File: src/rtl/univ_shift_pkg.sv
// Shared mode/state encodings for the universal shift register.
// Rotate modes (ROTL/ROTR) exist only when USHIFT_ROTATE_EN is defined.
package univ_shift_pkg;

    typedef enum logic [2:0] {
        MODE_HOLD = 3'd0,
        MODE_SHL  = 3'd1,
        MODE_SHR  = 3'd2,
        MODE_ASR  = 3'd3,
        MODE_ROTL = 3'd4,
        MODE_ROTR = 3'd5,
        MODE_RSV6 = 3'd6,
        MODE_RSV7 = 3'd7
    } mode_e;

    typedef enum logic {
        ST_IDLE = 1'b0,
        ST_RUN  = 1'b1
    } state_e;

    // True for modes whose step discards a bit and therefore updates sout.
    function automatic logic mode_moves_bits(input mode_e m);
        logic moves;
        moves = 1'b0;
        case (m)
            MODE_SHL, MODE_SHR, MODE_ASR: moves = 1'b1;
`ifdef USHIFT_ROTATE_EN
            MODE_ROTL, MODE_ROTR:         moves = 1'b1;
`endif
            default:                      moves = 1'b0;
        endcase
        return moves;
    endfunction

endpackage

File: src/rtl/shift_step.sv
// Single-bit step of the universal shift register (purely combinational).
// Rotate modes are built only with USHIFT_ROTATE_EN; otherwise they hold.
module shift_step
    import univ_shift_pkg::*;
#(
    parameter int WIDTH = 8
) (
    input  logic [WIDTH-1:0] q,
    input  mode_e            mode,
    input  logic             sin_l,
    input  logic             sin_r,
    output logic [WIDTH-1:0] q_next,
    output logic             out_bit
);

    always_comb begin
        q_next  = q;
        out_bit = 1'b0;
        case (mode)
            MODE_SHL: begin
                q_next  = {q[WIDTH-2:0], sin_l};
                out_bit = q[WIDTH-1];
            end
            MODE_SHR: begin
                q_next  = {sin_r, q[WIDTH-1:1]};
                out_bit = q[0];
            end
            MODE_ASR: begin
                q_next  = {q[WIDTH-1], q[WIDTH-1:1]};
                out_bit = q[0];
            end
`ifdef USHIFT_ROTATE_EN
            MODE_ROTL: begin
                q_next  = {q[WIDTH-2:0], q[WIDTH-1]};
                out_bit = q[WIDTH-1];
            end
            MODE_ROTR: begin
                q_next  = {q[0], q[WIDTH-1:1]};
                out_bit = q[0];
            end
`endif
            default: begin
                q_next  = q;
                out_bit = 1'b0;
            end
        endcase
    end

endmodule

File: src/rtl/univ_shift_register.sv
// Universal shift register: parallel load plus multi-step shifts run one bit per cycle.
// Define USHIFT_ROTATE_EN to enable the rotate modes (they hold otherwise).
module univ_shift_register
    import univ_shift_pkg::*;
#(
    parameter int WIDTH = 8,
    parameter int CNT_W = 4
) (
    input  logic             clk,
    input  logic             rst,
    input  logic [2:0]       mode,
    input  logic             start,
    input  logic [CNT_W-1:0] amount,
    input  logic             load,
    input  logic [WIDTH-1:0] d,
    input  logic             sin_l,
    input  logic             sin_r,
    output logic [WIDTH-1:0] q,
    output logic             sout,
    output logic             busy,
    output logic             done
);

    state_e           state_q, state_d;
    mode_e            mode_q, mode_d;
    logic [CNT_W-1:0] cnt_q, cnt_d;
    logic [WIDTH-1:0] q_q, q_d;
    logic             sout_q, sout_d;
    logic             done_q, done_d;

    logic [WIDTH-1:0] step_q;
    logic             step_out;

    shift_step #(.WIDTH(WIDTH)) u_step (
        .q       (q_q),
        .mode    (mode_q),
        .sin_l   (sin_l),
        .sin_r   (sin_r),
        .q_next  (step_q),
        .out_bit (step_out)
    );

    // Inputs are only looked at in IDLE; a run uses the latched mode and
    // count, while the serial inputs are sampled live at every step edge.
    always_comb begin
        state_d = state_q;
        mode_d  = mode_q;
        cnt_d   = cnt_q;
        q_d     = q_q;
        sout_d  = sout_q;
        done_d  = 1'b0;
        case (state_q)
            ST_IDLE: begin
                if (load) begin
                    q_d = d;
                end else if (start) begin
                    if (amount == '0) begin
                        done_d = 1'b1;
                    end else begin
                        state_d = ST_RUN;
                        mode_d  = mode_e'(mode);
                        cnt_d   = amount;
                    end
                end
            end
            ST_RUN: begin
                q_d   = step_q;
                cnt_d = cnt_q - CNT_W'(1);
                if (mode_moves_bits(mode_q)) begin
                    sout_d = step_out;
                end
                if (cnt_q == CNT_W'(1)) begin
                    state_d = ST_IDLE;
                    done_d  = 1'b1;
                end
            end
            default: begin
                state_d = ST_IDLE;
            end
        endcase
    end

    always_ff @(posedge clk or posedge rst) begin
        if (rst) begin
            state_q <= ST_IDLE;
            mode_q  <= MODE_HOLD;
            cnt_q   <= '0;
            q_q     <= '0;
            sout_q  <= 1'b0;
            done_q  <= 1'b0;
        end else begin
            state_q <= state_d;
            mode_q  <= mode_d;
            cnt_q   <= cnt_d;
            q_q     <= q_d;
            sout_q  <= sout_d;
            done_q  <= done_d;
        end
    end

    assign q    = q_q;
    assign sout = sout_q;
    assign busy = (state_q == ST_RUN);
    assign done = done_q;

endmodule
File: config.mk
export PLATFORM = sky130hd
export DESIGN_NAME = univ_shift_register
export DESIGN_NICKNAME = d
export VERILOG_FILES = /design/src/rtl/univ_shift_pkg.sv /design/src/rtl/shift_step.sv /design/src/rtl/univ_shift_register.sv
export SDC_FILE = /design/constraint.sdc
export NUM_CORES = 1
export LEC_CHECK = 0
export BUFFER_PORTS_ARGS = -buffer_cell sky130_fd_sc_hd__buf_2
export CORE_MARGIN = 10
export CORE_UTILIZATION = 55
export CTS_CLUSTER_DIAMETER = 40
export CTS_CLUSTER_SIZE = 10
export DETAILED_ROUTE_END_ITERATION = 12
export PLACE_DENSITY = 0.88
export SLEW_MARGIN = 25
export SYNTH_ARGS = -nofsm -noshare
export SYNTH_HDL_FRONTEND = slang
export SYNTH_SLANG_ARGS = --single-unit
File: constraint.sdc
create_clock -name clk -period 4.07 [get_ports clk]
set_input_delay 0.6105 -clock clk [delete_from_list [all_inputs] [get_ports clk]]
set_output_delay 0.6105 -clock clk [all_outputs]
set_load 0.05 [all_outputs]
**Word level (Yosys, flattened, before mapping)**

Index checks and enable logic that the tools add are counted.

- Add/subtract/negate cells: 1
- Eq/ne operators: 11
- Mux-type cells: 20
- Bitwise operators: 3
- Reductions and logical operators: 8

Operators with widths:

| operator | count |
|---|---|
| 8-bit case mux with 3 select lines | 1 |
| 8-bit case mux with 2 select lines | 1 |
| 4-bit 2-to-1 mux | 3 |
| 1-bit 2-to-1 mux | 10 |
| 2-bit != test (second input constant) | 5 |
| 8-bit 2-to-1 mux | 1 |
| 4-bit case mux with 2 select lines | 1 |
| 3-bit by 2-bit equality test with 1-bit output (second input constant) | 2 |
| 1-bit case mux with 2 select lines | 3 |
| 3-bit AND reduction | 2 |
| 4-bit by 1-bit equality test with 1-bit output (second input constant) | 1 |
| 4-bit logical NOT | 1 |
| 4-bit by 1-bit != test with 1-bit output (second input constant) | 1 |
| 2-bit AND reduction | 2 |
| 4-bit AND reduction | 1 |
| 4-bit by 1-bit subtractor with 4-bit output (second input constant) | 1 |
| 3-bit by 1-bit equality test with 1-bit output (second input constant) | 1 |
| 3-bit by 1-bit != test with 1-bit output (second input constant) | 1 |
| 1-bit NOT | 3 |
| 3-bit OR reduction | 1 |
| 2-bit OR reduction | 1 |

- Bits in registers: 18
- Bits of input ports: 21
- Output and inout bits: 11
- Logic and storage cells: 50

**Longest topological paths before layout**

Gate-level depths: netlist (run 1).

- Word-level depth: 5
- Gate-level depth with buffers: 5
- Gate-level depth less buffers: 5

**Hierarchy**

Synthesis (run 1) repeated with hierarchy kept, for this count alone.

- Cells, all modules: 129
- Area total of the unflattened synthesis: 1187.4 um2

Modules (own cells, without submodules):

| module | instances | cells each | area each (um2) | seq. area each (um2) |
|---|---|---|---|---|
| univ_shift_register | 1 | 84 | 915.9 | 450.4 |
| shift_step | 1 | 45 | 271.5 | 0.0 |

**Worst setup path before layout (run 1)**

OpenSTA, ideal clock, no wires.

- Path kind: register to register
- From: register state_q, in the netlist busy
- To: register mode_q[0]
- Setup time: 0.125 ns
- Data arrival time: 1.493 ns
- Data required time: 3.945 ns
- Path slack: 2.452 ns
- Stages on the path, launching flop included: 4
- Buffers on the path: 1
- Period minus slack after synthesis: 1.618 ns
- Cell sequence: dfrtp_1 > buf_6 > or3_4 > mux2_4

- Longest elaborated chain between the ends: 2

RTL lines:

| what | line | text |
|---|---|---|
| start: declaration | univ_shift_register.sv:24 | `state_e state_q, state_d;` |
| start signal: assignment | univ_shift_register.sv:92 | `state_q <= state_d;` |
| 1-bit NOT (no line) | n/a |  |
| 4-bit AND reduction (no line) | n/a |  |
| end signal: assignment | univ_shift_register.sv:93 | `mode_q <= mode_d;` |
| end: declaration | univ_shift_register.sv:25 | `mode_e mode_q, mode_d;` |

Every way passes these cells.
A chain may end at the register's enable or synchronous reset.

**Worst setup path in the final report (run 1)**

- From: register state_q, in the netlist busy
- To: output busy

RTL lines:

| what | line | text |
|---|---|---|
| end: declaration | univ_shift_register.sv:20 | `output logic busy,` |

No word-level cell between the ends.

==> summary.txt, run 1 <==
Drt
  • DRC violations left: 0
  • Antenna-violating nets left: 0
  • Wirelength, routed: approximately 2800 um
  • Drt wl/cell: 16.68 um
  • Mean number of vias per cell: between 6 and 7
  • Detailed-routing iteration count for the pre-antenna-repair pass: 4
  • Count of routing violations after the opening detailed-route iteration: 28
  • Vias after detailed routing: ~1,000

Job
  • Max-cap check violation count: 0

Yosys
  • Cell taking the most area after synthesis: dfrtp_1
  • Number of flip-flops and latches in the synthesized netlist: 18
  • Synthesized net count: ~140
  • Area share of the largest cell type after synthesis: between 40% and 50%
  • Most used DFF post-synth: dfrtp_1
  • Most frequent cell after synthesis: dfrtp_1
  • Post-Synthesis Mean Instance Area: between 9 and 10 um2
  • Top post-synthesis cells by area: dfrtp_1 40%, o211ai_1 6.0%, and3b_1 5.5%
  • Count of unique library cells instantiated by Yosys: 32
  • Syn Inst Count: between 100 and 150
  • Portion of the post-synthesis area used by sequential elements: between 40% and 50%
  • Number of warnings issued by yosys: 0
  • Total standard cell area after synthesis: around 1100 um2
  • Number of enable-type register cells in the synthesized netlist: 0
  • Top cells by instance count after synthesis: 18 x dfrtp_1, 9 x o211ai_1, 8 x nor2_1
  • Async SR Flop Fraction: 100.0%

Die
  • Area of the die: between 4000 and 5000 um2
  • Die extent in y: between 60 and 70 um
  • Starting utilization of the core area: between 50% and 60%
  • Width of the chip: approximately 65 um
  • Site row count: 16
  • Top-Level Pins: 32
  • Area of the placeable core: between 1500 and 2000 um2

GRT
  • Gr ovfl total: 0
  • Number of global-route vias before repair: between 1,000 and 1,500
  • Global-route wire length before repair: 4629 um
  • Aggregate global-route resource usage: roughly an eighth
  • Pin count of the biggest net entering global routing: 23
  • Number of antenna violations at the first check in global routing: 0

Critical path
  • Crit-path cells: buf_2
  • Type of element capturing the critical path: primary output
  • Reg2Reg Launch Point: busy$_DFF_PP0_
  • Worst reg2reg endpoint: q[5]$_DFFE_PP0P_
  • Worst reg-to-reg setup slack: between 2 and 2.5 ns
  • Worst setup path category: reg -> out
  • Worst path buffer plus inverter count: 1
  • Worst-path cell with the longest stage delay: dfrtp_1
  • Critical Path Source Type: flip-flop
  • Critical path data arrival time: about 1.5 ns
  • Critical path data required time: ~3.5 ns
  • Largest fanout of any net on the critical path: 22
  • Crit path launch: busy$_DFF_PP0_
  • Slowest stage delay, CP: about 0.78 ns
  • Family with the most delay on the worst path: flip-flops
  • Worst-case reg-to-reg path depth: 3

Clock tree
  • Num CTS Buffers: 3
  • H-tree levels: 1
  • Count of hold buffers inserted by post-cts repair: 0
  • Clock tree from TritonCTS: done
  • Source-to-sink clock delay at the later pin of the worst-skew pair: between 0.2 and 0.3 ns
  • Count of cells resized by post-cts repair: 0
  • # clock sinks: 18
  • Post-CTS Repair Setup Buffers: 0
  • Buffer type at the clock tree root: clkbuf_4
  • Max Root-Sink Buffers: 2
  • CTS clock-pin slew for the worst setup and hold paths: roughly 0.11 ns

Pwr
  • Power density normalized to cell area: between 900 and 1000 nW/um2
  • Leakage power: a little over 0.6 nW
  • Largest voltage drop on the vdd net: approximately 0.00047 V

Timing
  • Transition at the pin with the smallest max-transition slack: between 0.6 and 0.7 ns
  • Hold Vio Cnt, Final: 0
  • Final worst clock skew: approximately 0.0030 ns
  • Share of the clock period used by the worst path: between 50% and 60%
  • Highest Clock Rate: just under 0.5 GHz
  • RSZ-0062 raised after global routing: no
  • Final-layout setup total negative slack: 0 ns
  • Final min period: 2.068 ns
  • Max Transition Viols Final: 0
  • Endpoints failing setup: 0
  • Max_slew headroom: 53.98%

Layout
  • Fraction of final layout cells with drive strength greater than 1: 28.87%
  • Layout-stage area growth over the synthesis result: 16.28%
  • Antenna diode instance count: 0
  • Fraction of the core area covered by cells at the end of the flow: roughly 67%
  • Fill count: around 150
  • Net count reported at finish: 166

Placement
  • DP Wirelength: 2220 um
  • Weighted congestion at the end of routability-driven global placement: approximately 0.91
  • I/O Buffers: 31

Worst hold path
  • Type of the most critical hold path: in -> async

Status
  • Status: completed
## metrics by stage
stage	instance area (um2)	std cells	setup slack, ns	hold WS (ns)	total power [mW]
after global placement	1269	165	2.284	0.5234	1.060
after floorplan	1122	115	2.452	0.5016	0.9482
after global routing	1305	169	1.918	0.4538	1.287
final	1305	169	2.002	0.3970	1.197
after detailed placement	1269	165	2.245	0.5242	1.091
after CTS	1305	169	2.002	0.4300	1.201
## logic make-up (layout without fill, tap and decap cells)
family / after synthesis / in the layout / synth area share [%]
AOI/OAI and AO/OA: 41 / 41 / 25.53
muxes: 3 / 3 / 4.013
buffers and inverters: 13 / 40 / 5.463
DFF: 18 / 18 / 40.13
and+or+nand+nor: 36 / 36 / 21.07
adders and majority gates: 2 / 2 / 2.229
xor gates and xnor gates: 2 / 2 / 1.561
## report_power, final
part           switching [mW]  internal [mW]
registers               0.135          0.270
clock network          0.0580         0.0545
logic                   0.423          0.257
## cell type report
class / instances / area (um2) / share of cell area, %
Clock buffer: 4 / 36.28 / 2.780
Inverter: 5 / 18.77 / 1.438
Multi-Input combinational cell: 84 / 610.6 / 46.79
Timing Repair Buffer: 31 / 155.1 / 11.89
Tap cell: 27 / 33.78 / 2.589
Sequential cell: 18 / 450.4 / 34.52
## placed cells by master (no fill, tap or decap), types with 2 or more instances in the layout
| cell type | n |
|---|---|
| xnor2_1 | 2 |
| mux2_4 | 3 |
| nor2b_1 | 7 |
| o21ai_0 | 6 |
| a211oi_1 | 7 |
| a31oi_1 | 3 |
| nor2_1 | 8 |
| o211ai_1 | 9 |
| nand3_1 | 3 |
| o31ai_1 | 7 |
| and3b_1 | 7 |
| a21oi_1 | 3 |
| buf_2 | 31 |
| a22oi_1 | 2 |
| ha_1 | 2 |
| dfrtp_1 | 18 |
| nand2_1 | 2 |
| inv_1 | 5 |
| clkbuf_4 | 3 |
| nand2b_1 | 3 |
## state kept, by name, summed over array words and instances, names as in the netlist
signal	flops
sout	1
done	1
busy	1
mode_q	3
cnt_q	4
q	8
## metal layers
metal,track usage [%],share of wire (%),vias up
met5,0,0,-
met4,5.615,1.4,0
met3,4.576,7.8,8
met2,25.00,50,39
met1,12.99,41,484
li1,-,-,487
## worst max-delay path by stage
stage | endpoint | depth (start not counted)
floorplan | mode_q[0]$_DFFE_PP0P_ | 3
global placement | mode_q[2]$_DFFE_PP0P_ | 4
detailed placement | q[3]$_DFFE_PP0P_ | 3
CTS | busy | 1
global route | busy | 1
finish | busy | 1
No activity file was read; power rests on OpenSTA's default activity.
==> run 2: changes to the inputs <==
--- a/config.mk
+++ b/config.mk
@@ -5,13 +5,14 @@
 export SDC_FILE = /design/constraint.sdc
 export NUM_CORES = 1
 export LEC_CHECK = 0
+export ABC_AREA = 1
 export BUFFER_PORTS_ARGS = -buffer_cell sky130_fd_sc_hd__buf_2
 export CORE_MARGIN = 10
-export CORE_UTILIZATION = 55
+export CORE_UTILIZATION = 45
 export CTS_CLUSTER_DIAMETER = 40
 export CTS_CLUSTER_SIZE = 10
 export DETAILED_ROUTE_END_ITERATION = 12
-export PLACE_DENSITY = 0.88
+export PLACE_DENSITY = 0.78
 export SLEW_MARGIN = 25
 export SYNTH_ARGS = -nofsm -noshare
 export SYNTH_HDL_FRONTEND = slang
==> constraint.sdc (replaced) <==
create_clock -name clk -period 1.81 [get_ports clk]
set_input_delay 0.2715 -clock clk [delete_from_list [all_inputs] [get_ports clk]]
set_output_delay 0.2715 -clock clk [all_outputs]
set_load 0.05 [all_outputs]
==> summary.txt, run 2 <==
Status
  • Status: completed

Clock tree
  • Count of cells resized by post-cts repair: 0
  • Num CTS Buffers: 3
  • H-tree levels: 1
  • # clock sinks: 18
  • Count of hold buffers inserted by post-cts repair: 0
  • Clock tree from TritonCTS: done
  • CTS clock-pin slew for the worst setup and hold paths: around 0.11 ns
  • Buffer type at the clock tree root: clkbuf_4
  • Source-to-sink clock delay at the later pin of the worst-skew pair: ~0.28 ns
  • Max Root-Sink Buffers: 2
  • Post-CTS Repair Setup Buffers: 0

Timing
  • Endpoints failing setup: 0
  • Max Transition Viols Final: 0
  • Final worst clock skew: between 0.002 and 0.003 ns
  • Share of the clock period used by the worst path: 90.62%
  • Highest Clock Rate: a little over 0.6 GHz
  • Final-layout setup total negative slack: 0 ns
  • Hold Vio Cnt, Final: 0
  • Final min period: between 1.5 and 2 ns
  • Hold WS: between 0.07 and 0.08 ns
  • RSZ-0062 raised after global routing: no
  • Transition at the pin with the smallest max-transition slack: 0.7048 ns
  • Max_slew headroom: about 53%

Critical path
  • Type of element capturing the critical path: primary output
  • Family with the most delay on the worst path: flip-flops
  • Critical path data arrival time: 1.37 ns
  • Destination of the critical timing path: busy
  • Largest fanout of any net on the critical path: 17
  • Worst reg-to-reg setup slack: about 0.3 ns
  • Worst-path cell with the longest stage delay: dfrtp_1
  • Cell count along the critical path: 1
  • Reg2Reg Launch Point: busy$_DFF_PP0_
  • Worst path buffer plus inverter count: 1
  • Worst-case reg-to-reg path depth: 6
  • Worst reg2reg endpoint: q[5]$_DFFE_PP0P_
  • Worst setup path category: reg -> out
  • Critical Path Source Type: flip-flop
  • Crit-path cells: buf_2
  • Critical path data required time: about 1.5 ns
  • Crit path launch: busy$_DFF_PP0_
  • Slowest stage delay, CP: 0.71 ns

Placement
  • I/O Buffers: 31
  • Weighted congestion at the end of routability-driven global placement: 0.8670
  • DP Wirelength: between 2000 and 2500 um
  • Instance count after placement with tap cells included: about 220

Layout
  • Most common cell after layout, fill and taps aside: nand2_1
  • Layout-stage area growth over the synthesis result: 19.77%
  • Fraction of the core area covered by cells at the end of the flow: between 50% and 60%
  • Antenna diode instance count: 0
  • Commonest cells after routing, fill and taps aside: 68 x nand2_1, 31 x buf_2, 22 x nand3_1
  • Number of flip-flops in the largest register: 8
  • Fraction of final layout cells with drive strength greater than 1: a little under a quarter
  • Net count reported at finish: 218
  • Final Instance Count excl. Fillers: about 220

Drt
  • Wirelength, routed: roughly 2800 um
  • Antenna-violating nets left: 0
  • Drt wl/cell: between 10 and 15 um
  • DRC violations left: 0
  • Detailed-routing iteration count for the pre-antenna-repair pass: 4
  • Count of routing violations after the opening detailed-route iteration: just over 60
  • Mean number of vias per cell: around 5
  • Vias after detailed routing: ~1,100

GRT
  • Number of global-route vias before repair: just over 1,000
  • Aggregate global-route resource usage: between 10% and 20%
  • Number of antenna violations at the first check in global routing: 0
  • Gr ovfl total: 0
  • Global-route wire length before repair: 4643 um
  • Pin count of the biggest net entering global routing: 19

Yosys
  • Number of flip-flops and latches in the synthesized netlist: 18
  • Synthesized net count: about 180
  • Top cells by instance count after synthesis: 68 x nand2_1, 22 x nand3_1, 18 x dfrtp_1, 18 x inv_1, 7 x nor2_1
  • Syn Inst Count: around 160
  • Cell taking the most area after synthesis: dfrtp_1
  • Number of enable-type register cells in the synthesized netlist: 0
  • Number of warnings issued by yosys: 0
  • Post-Synthesis Mean Instance Area: 6.800 um2
  • Total standard cell area after synthesis: about 1100 um2
  • Top post-synthesis cells by area: dfrtp_1 41%, nand2_1 23%, nand3_1 10%
  • Portion of the post-synthesis area used by sequential elements: between 40 and 50%
  • Most frequent cell after synthesis: nand2_1
  • Most used DFF post-synth: dfrtp_1
  • Async SR Flop Fraction: between 90% and 100%
  • Count of unique library cells instantiated by Yosys: 20
  • Area share of the largest cell type after synthesis: 41.14%

Job
  • Max-cap check violation count: 0

Pwr
  • Sequential fraction of design power: 31.2%
  • Clock share of power: about a tenth
  • Largest voltage drop on the vdd net: 0.0009912 V
  • Net switching fraction of the power: around 54%
  • Leakage power: 0.7820 nW
  • Design internal power: roughly 1.1 mW
  • Share of power burned in combinational logic: about three fifths
  • Power density normalized to cell area: around 1900 nW/um2
  • Switching power: between 1 and 1.5 mW

Die
  • Width of the chip: slightly below 70 um
  • Die extent in y: around 69 um
  • Top-Level Pins: 32
  • Area of the placeable core: between 2000 and 2500 um2
  • Site row count: 17
  • Starting utilization of the core area: between 40% and 50%
  • Area of the die: 4806 um2

Worst hold path
  • Type of the most critical hold path: in -> async
==> run 2: cell count changes in the layout (fill, tap and decap cells not counted), sizes merged, moves of 2 or more <==
cell    change
nand2b      -3
o31ai       -7
nand2      +70
a31oi       -3
nor2b       -7
and3b       -7
nand3      +19
mux2        -3
a211oi      -7
xnor2       -2
or3         -2
o211ai      -9
inv        +17
==> run 2: how the worst min path moves through the flow <==
stage / startpoint / endpoint / slack (ns) / cells past startpoint
final: rst / q[1]$_DFFE_PP0P_ / 0.08 / 2
after global routing: rst / q[2]$_DFFE_PP0P_ / 0.11 / 2
after detailed placement: rst / q[7]$_DFFE_PP0P_ / 0.42 / 2
after floorplan: rst / busy$_DFF_PP0_ / 0.21 / 1
after global placement: rst / q[7]$_DFFE_PP0P_ / 0.41 / 2
after CTS: rst / q[1]$_DFFE_PP0P_ / 0.09 / 2
==> run 2: power by group through the flow <==
stage               Sequential (mW)  Combinational [mW]  Clock (mW)
floorplan                      1.10               0.815           0
global placement              0.778                1.44           0
detailed placement            0.787                1.47           0
CTS                           0.776                1.47       0.263
global route                  0.809                1.63       0.280
finish                        0.776                1.47       0.247
==> run 2: cell families (layout without fill, tap and decap cells) <==
kind of cell,count (synthesis),after routing,share of synthesized area (%)
AO/OA/AOI/OAI,10,10,4.914
XOR/XNOR,1,1,0.8001
adder cells (fa/ha/maj),2,2,2.285
buffers and inverters,24,57,8.456
flip-flops,18,18,41.14
AND/OR/NAND/NOR,106,106,42.40
==> run 2: per-layer routing <==
metal / vias up / global-route usage (%) / part of all wire, %
met5: - / 0 / 0
met4: 0 / 2.661 / 0.60
met3: 2 / 2.996 / 5.4
met2: 28 / 19.96 / 52
met1: 489 / 12.49 / 42
li1: 566 / - / -
==> run 2: layout make-up <==
class | count | area, um2
Sequential cell | 18 | 450.4
Inverter | 22 | 82.58
Clock buffer | 4 | 36.28
Tap cell | 28 | 35.03
Multi-Input combinational cell | 119 | 551.8
Timing Repair Buffer | 31 | 155.1
Fill cell | 216 | 943.4
==> run 2: stage by stage <==
stage	worst slack [ns]	instance area (um2)	power, mW
6_report	0.1698	1311	2.489
5_1_grt	0.08575	1311	2.718
4_1_cts	0.1684	1311	2.514
3_5_place_dp	0.3177	1275	2.257
3_3_place_gp	0.3934	1275	2.214
2_1_floorplan	0.4325	1095	1.915
==> run 3: changes to the inputs <==
--- a/config.mk
+++ b/config.mk
@@ -12,7 +12,7 @@
 export CTS_CLUSTER_DIAMETER = 40
 export CTS_CLUSTER_SIZE = 10
 export DETAILED_ROUTE_END_ITERATION = 12
-export PLACE_DENSITY = 0.78
+export PLACE_DENSITY_LB_ADDON = 0.1
 export SLEW_MARGIN = 25
 export SYNTH_ARGS = -nofsm -noshare
 export SYNTH_HDL_FRONTEND = slang
==> summary.txt, run 3 (same netlist as run 2, synthesis figures left out) <==
Die
  • Area of the die: about 4800 um2
  • Die extent in y: slightly below 70 um
  • Width of the chip: 69.33 um
  • Top-Level Pins: 32
  • Site row count: 17
  • Starting utilization of the core area: just under 50%
  • Area of the placeable core: between 2000 and 2500 um2

Timing
  • Highest Clock Rate: ~0.60 GHz
  • Max_slew headroom: 54.20%
  • Endpoints failing setup: 0
  • RSZ-0062 raised after global routing: no
  • Max Transition Viols Final: 0
  • Hold Vio Cnt, Final: 0
  • Final-layout setup total negative slack: 0 ns
  • Final worst clock skew: about 0.011 ns
  • Transition at the pin with the smallest max-transition slack: between 0.6 and 0.7 ns
  • Final min period: ~1.7 ns
  • Share of the clock period used by the worst path: 91.94%

Placement
  • I/O Buffers: 31
  • DP Wirelength: 2233 um
  • Instance count after placement with tap cells included: roughly 220
  • Post-detailed-placement cell area: 1275 um2
  • Weighted congestion at the end of routability-driven global placement: roughly 0.84

Layout
  • Commonest cells after routing, fill and taps aside: 68 x nand2_1, 31 x buf_2, 22 x nand3_1
  • Final Instance Count excl. Fillers: between 200 and 250
  • Final std cell area, no fill: 1311 um2
  • Most common cell after layout, fill and taps aside: nand2_1
  • Fraction of final layout cells with drive strength greater than 1: 23.20%
  • Antenna diode instance count: 0
  • Net count reported at finish: ~220
  • Number of flip-flops in the largest register: 8
  • Layout-stage area growth over the synthesis result: 19.77%

Clock tree
  • Source-to-sink clock delay at the later pin of the worst-skew pair: 0.30 ns
  • # clock sinks: 18
  • Count of cells resized by post-cts repair: 0
  • Num CTS Buffers: 3
  • CTS clock-pin slew for the worst setup and hold paths: about 0.12 ns
  • Clock tree from TritonCTS: done
  • Post-CTS Repair Setup Buffers: 0
  • H-tree levels: 1
  • Count of hold buffers inserted by post-cts repair: 0
  • Buffer type at the clock tree root: clkbuf_4
  • Max Root-Sink Buffers: 2

Drt
  • Antenna-violating nets left: 0
  • Drt wl/cell: approximately 13 um
  • Wirelength, routed: ~2800 um
  • Vias after detailed routing: 1,093
  • Mean number of vias per cell: between 4 and 5
  • DRC violations left: 0
  • Detailed-routing iteration count for the pre-antenna-repair pass: 4
  • Count of routing violations after the opening detailed-route iteration: 63

GRT
  • Number of global-route vias before repair: approximately 1,100
  • Global-route wire length before repair: between 4000 and 5000 um
  • Aggregate global-route resource usage: 11.64%
  • Number of antenna violations at the first check in global routing: 0
  • Pin count of the biggest net entering global routing: 19
  • Gr ovfl total: 0

Critical path
  • Critical path data required time: 1.54 ns
  • Largest fanout of any net on the critical path: 17
  • Worst-path cell with the longest stage delay: dfrtp_1
  • Critical path data arrival time: between 1 and 1.5 ns
  • Slowest stage delay, CP: between 0.7 and 0.8 ns
  • Critical Path Source Type: flip-flop
  • Worst path buffer plus inverter count: 1
  • Family with the most delay on the worst path: flip-flops
  • Crit-path cells: buf_2
  • Worst setup path category: reg -> out
  • Type of element capturing the critical path: primary output

Job
  • Max-cap check violation count: 0

Status
  • Status: completed

Pwr
  • Largest voltage drop on the vdd net: between 0.001 and 0.0015 V
  • Power density normalized to cell area: ~1900 nW/um2
  • Leakage power: a little under 0.8 nW

Worst hold path
  • Type of the most critical hold path: in -> async
## run 3: cell counts in the layout (fill, tap and decap cells not counted)
No cell type changed its count.
## run 3: per-stage QoR
stage | utilization [%] | power [mW] | worst slack [ns] | hold slack [ns]
final | 58.16 | 2.496 | 0.1458 | 0.05151
after global routing | 58.16 | 2.723 | 0.07647 | 0.1122
after CTS | 58.16 | 2.508 | 0.1484 | 0.08117
after detailed placement | 56.55 | 2.250 | 0.3082 | 0.4176
after global placement | 56.55 | 2.219 | 0.3819 | 0.4102
after floorplan | - | 1.915 | 0.4325 | 0.2101
## run 3: path summary, 6_finish.rpt
check | from | end | slack (ns) | cells past startpoint
min in group clk | mode[1] | mode_q[1]$_DFFE_PP0P_ | 0.20 | 3
max in group asynchronous | rst | q[4]$_DFFE_PP0P_ | 1.31 | 2
min | rst | mode_q[2]$_DFFE_PP0P_ | 0.05 | 2
max | busy$_DFF_PP0_ | busy | 0.15 | 1
max reg2reg | busy$_DFF_PP0_ | q[5]$_DFFE_PP0P_ | 0.25 | 6
min reg2reg | sout$_DFFE_PP0P_ | sout$_DFFE_PP0P_ | 0.49 | 2
## run 3: metal layers
metal | track usage [%] | vias to the layer above | routed length [um]
li1 | - | 568 | -
met1 | 13.31 | 495 | 1281
met2 | 19.66 | 24 | 1337
met3 | 2.996 | 6 | 136
met4 | 5.322 | 0 | 56
met5 | 0 | - | 0
## run 3: layout make-up
type                    instances  area, um2
fillers                       230      943.4
multi-input cells             119      551.8
flip-flops and latches         18      450.4
repair buffers                 31      155.1
inverters                      22      82.58
clock buffers                   4      36.28
well taps                      28      35.03
## run 3: power by group
group	internal [mW]	total, mW	leakage, nW	switching [mW]
Sequential	0.591	0.777	0.222	0.186
Combinational	0.425	1.46	0.539	1.04
Clock	0.123	0.255	0.0210	0.133
